## src/rtl/mdu_ctrl.sv

```systemverilog
// Issue/stall controller for the multiply-divide unit: launches mult/div ops,
// tracks their fixed latency, stalls dependent MDU ops and gates HI/LO writes.
module mdu_ctrl #(
  parameter int unsigned MUL_LAT = 5,
  parameter int unsigned DIV_LAT = 10
) (
  input  logic        clk,
  input  logic        reset,
  input  logic        req_valid,
  input  logic [3:0]  req_op,
  input  logic        flush,
  output logic        start,
  output logic [3:0]  mdu_op,
  output logic        hilo_we,
  output logic        busy,
  output logic        done,
  output logic        stall,
  output logic [15:0] stall_cnt
);

  typedef enum logic [1:0] {IDLE, MUL, DIV} state_t;

  localparam logic [3:0] OP_MULT  = 4'd1;
  localparam logic [3:0] OP_MULTU = 4'd2;
  localparam logic [3:0] OP_DIV   = 4'd3;
  localparam logic [3:0] OP_DIVU  = 4'd4;
  localparam logic [3:0] OP_MTHI  = 4'd7;
  localparam logic [3:0] OP_MTLO  = 4'd8;
  localparam logic [3:0] MUL_CNT  = 4'(MUL_LAT);
  localparam logic [3:0] DIV_CNT  = 4'(DIV_LAT);

  state_t      state, state_nxt;
  logic [3:0]  cnt, cnt_nxt;
  logic        issue_ok, is_mul, is_div, is_mt, is_mdu;

  function automatic logic [15:0] sat_inc(input logic [15:0] v);
    return (v == 16'hFFFF) ? v : v + 16'd1;
  endfunction

  always_comb begin
    issue_ok  = req_valid && !flush && reset && (state == IDLE);
    is_mul    = (req_op == OP_MULT) || (req_op == OP_MULTU);
    is_div    = (req_op == OP_DIV)  || (req_op == OP_DIVU);
    is_mt     = (req_op == OP_MTHI) || (req_op == OP_MTLO);
    // Ops 9..15 decode as NONE and therefore never stall.
    is_mdu    = (req_op >= 4'd1) && (req_op <= 4'd8);
    state_nxt = state;
    cnt_nxt   = cnt;
    start     = 1'b0;
    hilo_we   = 1'b0;
    done      = 1'b0;
    case (state)
      IDLE: begin
        if (issue_ok && is_mul) begin
          start     = 1'b1;
          cnt_nxt   = MUL_CNT;
          state_nxt = MUL;
        end else if (issue_ok && is_div) begin
          start     = 1'b1;
          cnt_nxt   = DIV_CNT;
          state_nxt = DIV;
        end else if (issue_ok && is_mt) begin
          hilo_we = 1'b1;
        end
      end
      MUL, DIV: begin
        cnt_nxt = cnt - 4'd1;
        if (cnt == 4'd1) begin
          done      = 1'b1;
          state_nxt = IDLE;
        end
      end
      default: state_nxt = IDLE;
    endcase
    busy   = (state != IDLE);
    mdu_op = (req_valid && (state == IDLE)) ? req_op : 4'd0;
    stall  = req_valid && busy && is_mdu;
  end

  // State, latency counter and stall statistics
  always_ff @(posedge clk) begin
    if (!reset) begin
      state     <= IDLE;
      cnt       <= 4'd0;
      stall_cnt <= 16'd0;
    end else begin
      state <= state_nxt;
      cnt   <= cnt_nxt;
      if (stall) stall_cnt <= sat_inc(stall_cnt);
    end
  end

endmodule
```

## config.mk

```make
export PLATFORM = sky130hd
export DESIGN_NAME = mdu_ctrl
export DESIGN_NICKNAME = d
export VERILOG_FILES = /design/src/rtl/mdu_ctrl.sv
export SDC_FILE = /design/constraint.sdc
export NUM_CORES = 1
export LEC_CHECK = 0
export BUFFER_PORTS_ARGS = -buffer_cell sky130_fd_sc_hd__buf_2
export CORE_ASPECT_RATIO = 1.5
export CORE_UTILIZATION = 35
export CTS_CLUSTER_SIZE = 12
export DETAILED_ROUTE_END_ITERATION = 12
export GPL_TIMING_DRIVEN = 0
export PLACE_DENSITY = 0.54
export RECOVER_POWER = 50
export SLEW_MARGIN = 20
export SYNTH_ARGS = -nofsm -noshare
export SYNTH_HDL_FRONTEND = slang
export SYNTH_SLANG_ARGS = --single-unit
```

## constraint.sdc

```tcl
create_clock -name clk -period 5.8 [get_ports clk]
set_clock_uncertainty 0.15 [all_clocks]
set_input_delay 0.29 -clock clk [delete_from_list [all_inputs] [get_ports clk]]
set_output_delay 0.29 -clock clk [all_outputs]
set_load 0.05 [all_outputs]
```

-- Word-level counts from Yosys, hierarchy flattened
Index checks and enable logic that the tools add are counted.
- bits in read-only memories: 0
- memories kept: 0
- output and inout port bits: 25
- bits in registers: 22
- RAM bits: 0
- latch bits: 0
- bits of input ports: 8
- magnitude comparators: 2
- bitwise logic cells: 1
- add/sub/neg operators: 2
- $mul: 0
- shifts and indexed selects: 0
- equal/unequal tests: 12
- divide/modulo/power cells: 0
- multiplexer cells: 17
- reduce and logical (&&, ||, !) cells: 21
- operator list (operator ; number):
    adder 16 x 1 -> 16 bit (second input constant) ; 1
    equality test 16 bit (second input constant) ; 1
    two-way mux 4 bit ; 3
    logical AND 1 bit ; 10
    two-way mux 1 bit ; 9
    equality test 4 x 1 -> 1 bit (second input constant) ; 2
    equality test 4 x 2 -> 1 bit (second input constant) ; 2
    equality test 4 x 3 -> 1 bit (second input constant) ; 2
    one-hot mux 4 bit (2 select lines) ; 1
    two-way mux 2 bit ; 3
    AND reduction 2 bit ; 3
    equality test 4 bit (second input constant) ; 1
    >= comparator 4 x 1 -> 1 bit (second input constant) ; 1
    <= comparator 4 bit (second input constant) ; 1
    one-hot mux 2 bit (2 select lines) ; 1
    nonzero test 2 bit ; 2
    subtractor 4 x 1 -> 4 bit (second input constant) ; 1
    logical OR 1 bit ; 3
    != test 3 bit (second input constant) ; 1
    equality test 2 x 1 -> 1 bit (second input constant) ; 1
    equality test 2 bit (second input constant) ; 1
    zero test 2 bit ; 1
    != test 2 bit (second input constant) ; 1
    OR reduction 2 bit ; 1
    2 further kinds ; 2

-- Longest topological paths before layout
- word-level depth: 9
- gate-level depth with buffers: 8
- depth with buffers taken out: 8

-- Worst setup path before layout
OpenSTA, ideal clock, no wires.
- path type: reg-to-output
- start point: reg state[0]
- end point: out done
- stages on the path, launching flop included: 5
- path buffers: 1
- arrival time: 2.530 ns
- setup slack: 2.830 ns
- path through: dfxtp_1 -> inv_1 -> ha_1 -> clkbuf_1 -> nor4b_1
- cells in the longest elaborated chain, start to end: 3
- RTL lines (what ; RTL line ; RTL):
    start, declared ; 32 ; state_t state, state_nxt;
    start signal, assigned ; 87 ; state <= state_nxt;
    equality test 2 x 1 -> 1 bit or equality test 2 bit (tied branches) ; 52 ; case (state)
    OR reduction 2 bit * ; 52 ;
    two-way mux 1 bit * ; 52 ;
    end, declared ; 16 ; output logic done,
Mark *: on every way between the ends. The rest lies on a longest branch, timed or not.

-- Final worst setup path
- start point: reg state[1]
- end point: out start
- cells in the longest elaborated chain, start to end: 6
- RTL lines (what ; RTL line ; RTL):
    zero test 2 bit * ; 41, 52 ;
    logical AND 1 bit ; 41 ; issue_ok = req_valid && !flush && reset && (state == IDLE);
    logical AND 1 bit ; 58 ; end else if (issue_ok && is_div) begin
    two-way mux 1 bit ; 58 ;
    two-way mux 1 bit ; 54 ; if (issue_ok && is_mul) begin
    two-way mux 1 bit * ; 52 ;
    end, declared ; 12 ; output logic start,
Marked as above.

==> flow_summary.json <==
{
  "drive_above_1_share": 0.125,
  "yosys.area.top_type_share": 0.340,
  "grt_pass1_wl_microns": 5330,
  "timing.fmax_ghz": 0.377,
  "cp.buffers_inverters": 2,
  "p_per_area_nw_per_um2": 214,
  "critPathRequiredTime_ns": 5.36,
  "core_sq_um": 3480,
  "clk_pin_slew_worst_paths_ns": 0.08,
  "r2r_start": "state[1]",
  "end_kind": "output pin",
  "gp_congestion": 0.768,
  "status": "complete, no violations",
  "grt_usage": 0.173,
  "grt_use_met1": 0.189,
  "dieWidth_microns": 51.7,
  "io_buffers": 32,
  "avgSynthCellArea_sq_um": 8.31,
  "first_pass_iters": 3,
  "max_slew_margin": 0.466,
  "pin_count": 33,
  "r2r_cells": 7,
  "initial_core_util": 0.372,
  "clk_latency_ns": 0.26,
  "yosysWarnings": 0,
  "seq_area_frac_synth": 0.340,
  "cts.path.max_buffers": 2,
  "cts_tree": "built",
  "vdd_drop_max_mv": 0.168,
  "worst_pin_slew_ns": 0.790,
  "hold_path_class": "in2reg",
  "fin_tns_setup_ns": 0,
  "insertedDiodeCount": 0,
  "via_count": 1266,
  "rsz0062_at_grt": "no",
  "cap_violations": 0,
  "critPathMaxFanout": 8,
  "die_area_sq_um": 3960,
  "yosysUniqueCellTypes": 43,
  "grt_max_degree": 14,
  "maxSlewViolCount": 0,
  "synthArstFlopShare": 0,
  "post-route-min-period_ns": 2.65,
  "min-delay-start": "reset",
  "htreeDepth": 1,
  "hold_end": "stall_cnt[1]",
  "r2r_end": "cnt[0]",
  "crit_arrival_ns": 2.21,
  "syn_inst": 156,
  "layout.nets": 205,
  "synth_seq_cells": 22,
  "fp.dieH_microns": 76.5,
  "crit_path_start_kind": "register",
  "r2r_setup_slack_ns": 3.20,
  "hold_viol_final": 0,
  "min_period_over_period": 0.457,
  "yosysTopAreaCell": "dfxtp_1",
  "rows": 26,
  "drc": 0,
  "ys.flop_type": "dfxtp_1",
  "syn-num-nets": 168,
  "cpLargestDelayFamily": "simple AND/OR/NAND/NOR gates",
  "cts_buffers": 3,
  "max_stage_delay_ns": 0.71,
  "grt_pass1_vias": 1201,
  "hold_depth": 3,
  "slowest_stage": "nor4b_1",
  "cts_setup_buffers": 0,
  "cts_resized": 0,
  "top_usage_layer": "met2",
  "area_growth_pct": 18.7,
  "synth_edf_count": 0,
  "drt_iter0_markers": 31,
  "crit_chain": "inv_1, ha_1, nand4b_1, nor4b_1, buf_2",
  "seq_area_sq_um": 440,
  "crit_type": "reg2out",
  "cts-root-buf": "clkbuf_8",
  "fillCellCount": 365,
  "utilization": 0.442,
  "postRouteAntennaNets": 0,
  "setup_violations": 0,
  "multiInputGateArea_sq_um": 779,
  "post_drt_wl_per_cell_microns": 13.6,
  "antenna_found_initial": 0,
  "grt_overflow": 0,
  "use_met3": 0.0299,
  "holdBufCountCts": 0,
  "p_leak_nw": 0.561,
  "cts_sinks": 22,
  "mappedNetlistArea_sq_um": 1300,
  "totalWireLength_microns": 3190,
  "synth_area_leaders": "dfxtp_1 34%, nand2_1 4.6%, nor2_1 4.3%",
  "place_hpwl_microns": 2480,
  "globalRouteMet2Util": 0.318,
  "vias_per_cell": 5.41
}
[registers in the layout (all words and copies together), names as in the netlist]
register   cells
cnt            4
stall_cnt     16
state          2
[layer usage]
metal | wire, microns | up-vias
met3 | 142 | 4
met5 | 0 | -
met2 | 1700 | 32
met1 | 1320 | 592
li1 | - | 638
met4 | 29 | 0
[cells by family after synthesis]
logic type      Yosys count  synth area share
fa+ha+maj                 4            0.0386
xor+xnor                  9            0.0608
compound gates           32             0.176
simple gates             73             0.330
flops                    22             0.340
mux                       1           0.00772
buf+inv                  15            0.0473
[worst register-to-register path, stage by stage, from the launching register on]
cell	delay, ns
dfxtp_1	0.32
inv_1	0.05
ha_1	0.26
nand4b_1	0.21
nor4b_1	0.71
a21oi_1	0.30
a211o_1	0.33
and3_1	0.17
[worst max-delay path by stage]
stage                  start  endpoint  slack [ns]  cells after the start
floorplan           state[0]      done        2.83                      4
global placement    state[0]    cnt[3]        3.64                      7
detailed placement  state[1]    cnt[0]        3.57                      7
CTS                 state[1]     stall        3.37                      6
global route        state[0]     start        2.92                      5
finish              state[1]     start        3.15                      5
[cell usage after synthesis, types with 2 or more instances]
cell type	n
dfxtp_1	22
nand2_1	16
nor2_1	15
inv_1	11
nand3_1	10
a21oi_1	8
and3_1	7
o21ai_0	7
xnor2_1	5
ha_1	4
o211ai_1	4
or3_1	4
xor2_1	4
clkbuf_1	3
a211o_1	2
nand4_1	2
nor3_1	2
nor4_1	2
nor4b_1	2
o31a_1	2
or4_1	2
[per-stage QoR]
step                cells  cell area (sq um)  hold slack, ns  worst slack, ns  power [mW]
global route          234               1540           0.192             2.92       0.344
CTS                   234               1580           0.192             3.37       0.334
finish                234               1540           0.183             3.15       0.329
detailed placement    230               1510           0.314             3.57       0.191
global placement      230               1510           0.304             3.64       0.190
floorplan             156               1300           0.286             2.83       0.180
[power breakdown]
part | switching (mW) | total [mW] | internal, mW
clock | 0.0505 | 0.143 | 0.0922
sequential | 0.000883 | 0.153 | 0.152
combinational | 0.0240 | 0.0333 | 0.00932
total | 0.0754 | 0.329 | 0.254
[area by class of cell]
type	instances	area share
tap	42	0.0341
multi-input combinational	119	0.507
clock inverter	1	0.0195
inverter	12	0.0325
clock buffer	3	0.0268
timing repair buffer	32	0.0870
buffer	3	0.00732
sequential	22	0.286
[cell usage in the layout, fill, tap and decap left out, types with 2 or more instances in the layout]
| master | Yosys | routed |
|---|---|---|
| xor2_1 | 4 | 4 |
| clkbuf_1 | 3 | 24 |
| nand4_1 | 2 | 2 |
| and3_1 | 7 | 7 |
| clkbuf_8 | 0 | 3 |
| xnor2_1 | 5 | 5 |
| inv_1 | 11 | 11 |
| o31a_1 | 2 | 2 |
| ha_1 | 4 | 4 |
| nor3_1 | 2 | 2 |
| nand2_1 | 16 | 16 |
| or4_1 | 2 | 2 |
| a211o_1 | 2 | 2 |
| o211ai_1 | 4 | 4 |
| nor4b_1 | 2 | 3 |
| buf_2 | 0 | 11 |
| or3_1 | 4 | 4 |
| dfxtp_1 | 22 | 22 |
| o21ai_0 | 7 | 7 |
| a21oi_1 | 8 | 8 |
| nor4_1 | 2 | 2 |
| nand3_1 | 10 | 10 |
| nor2_1 | 15 | 15 |
Note: power is estimated with default switching activity, not from simulation.
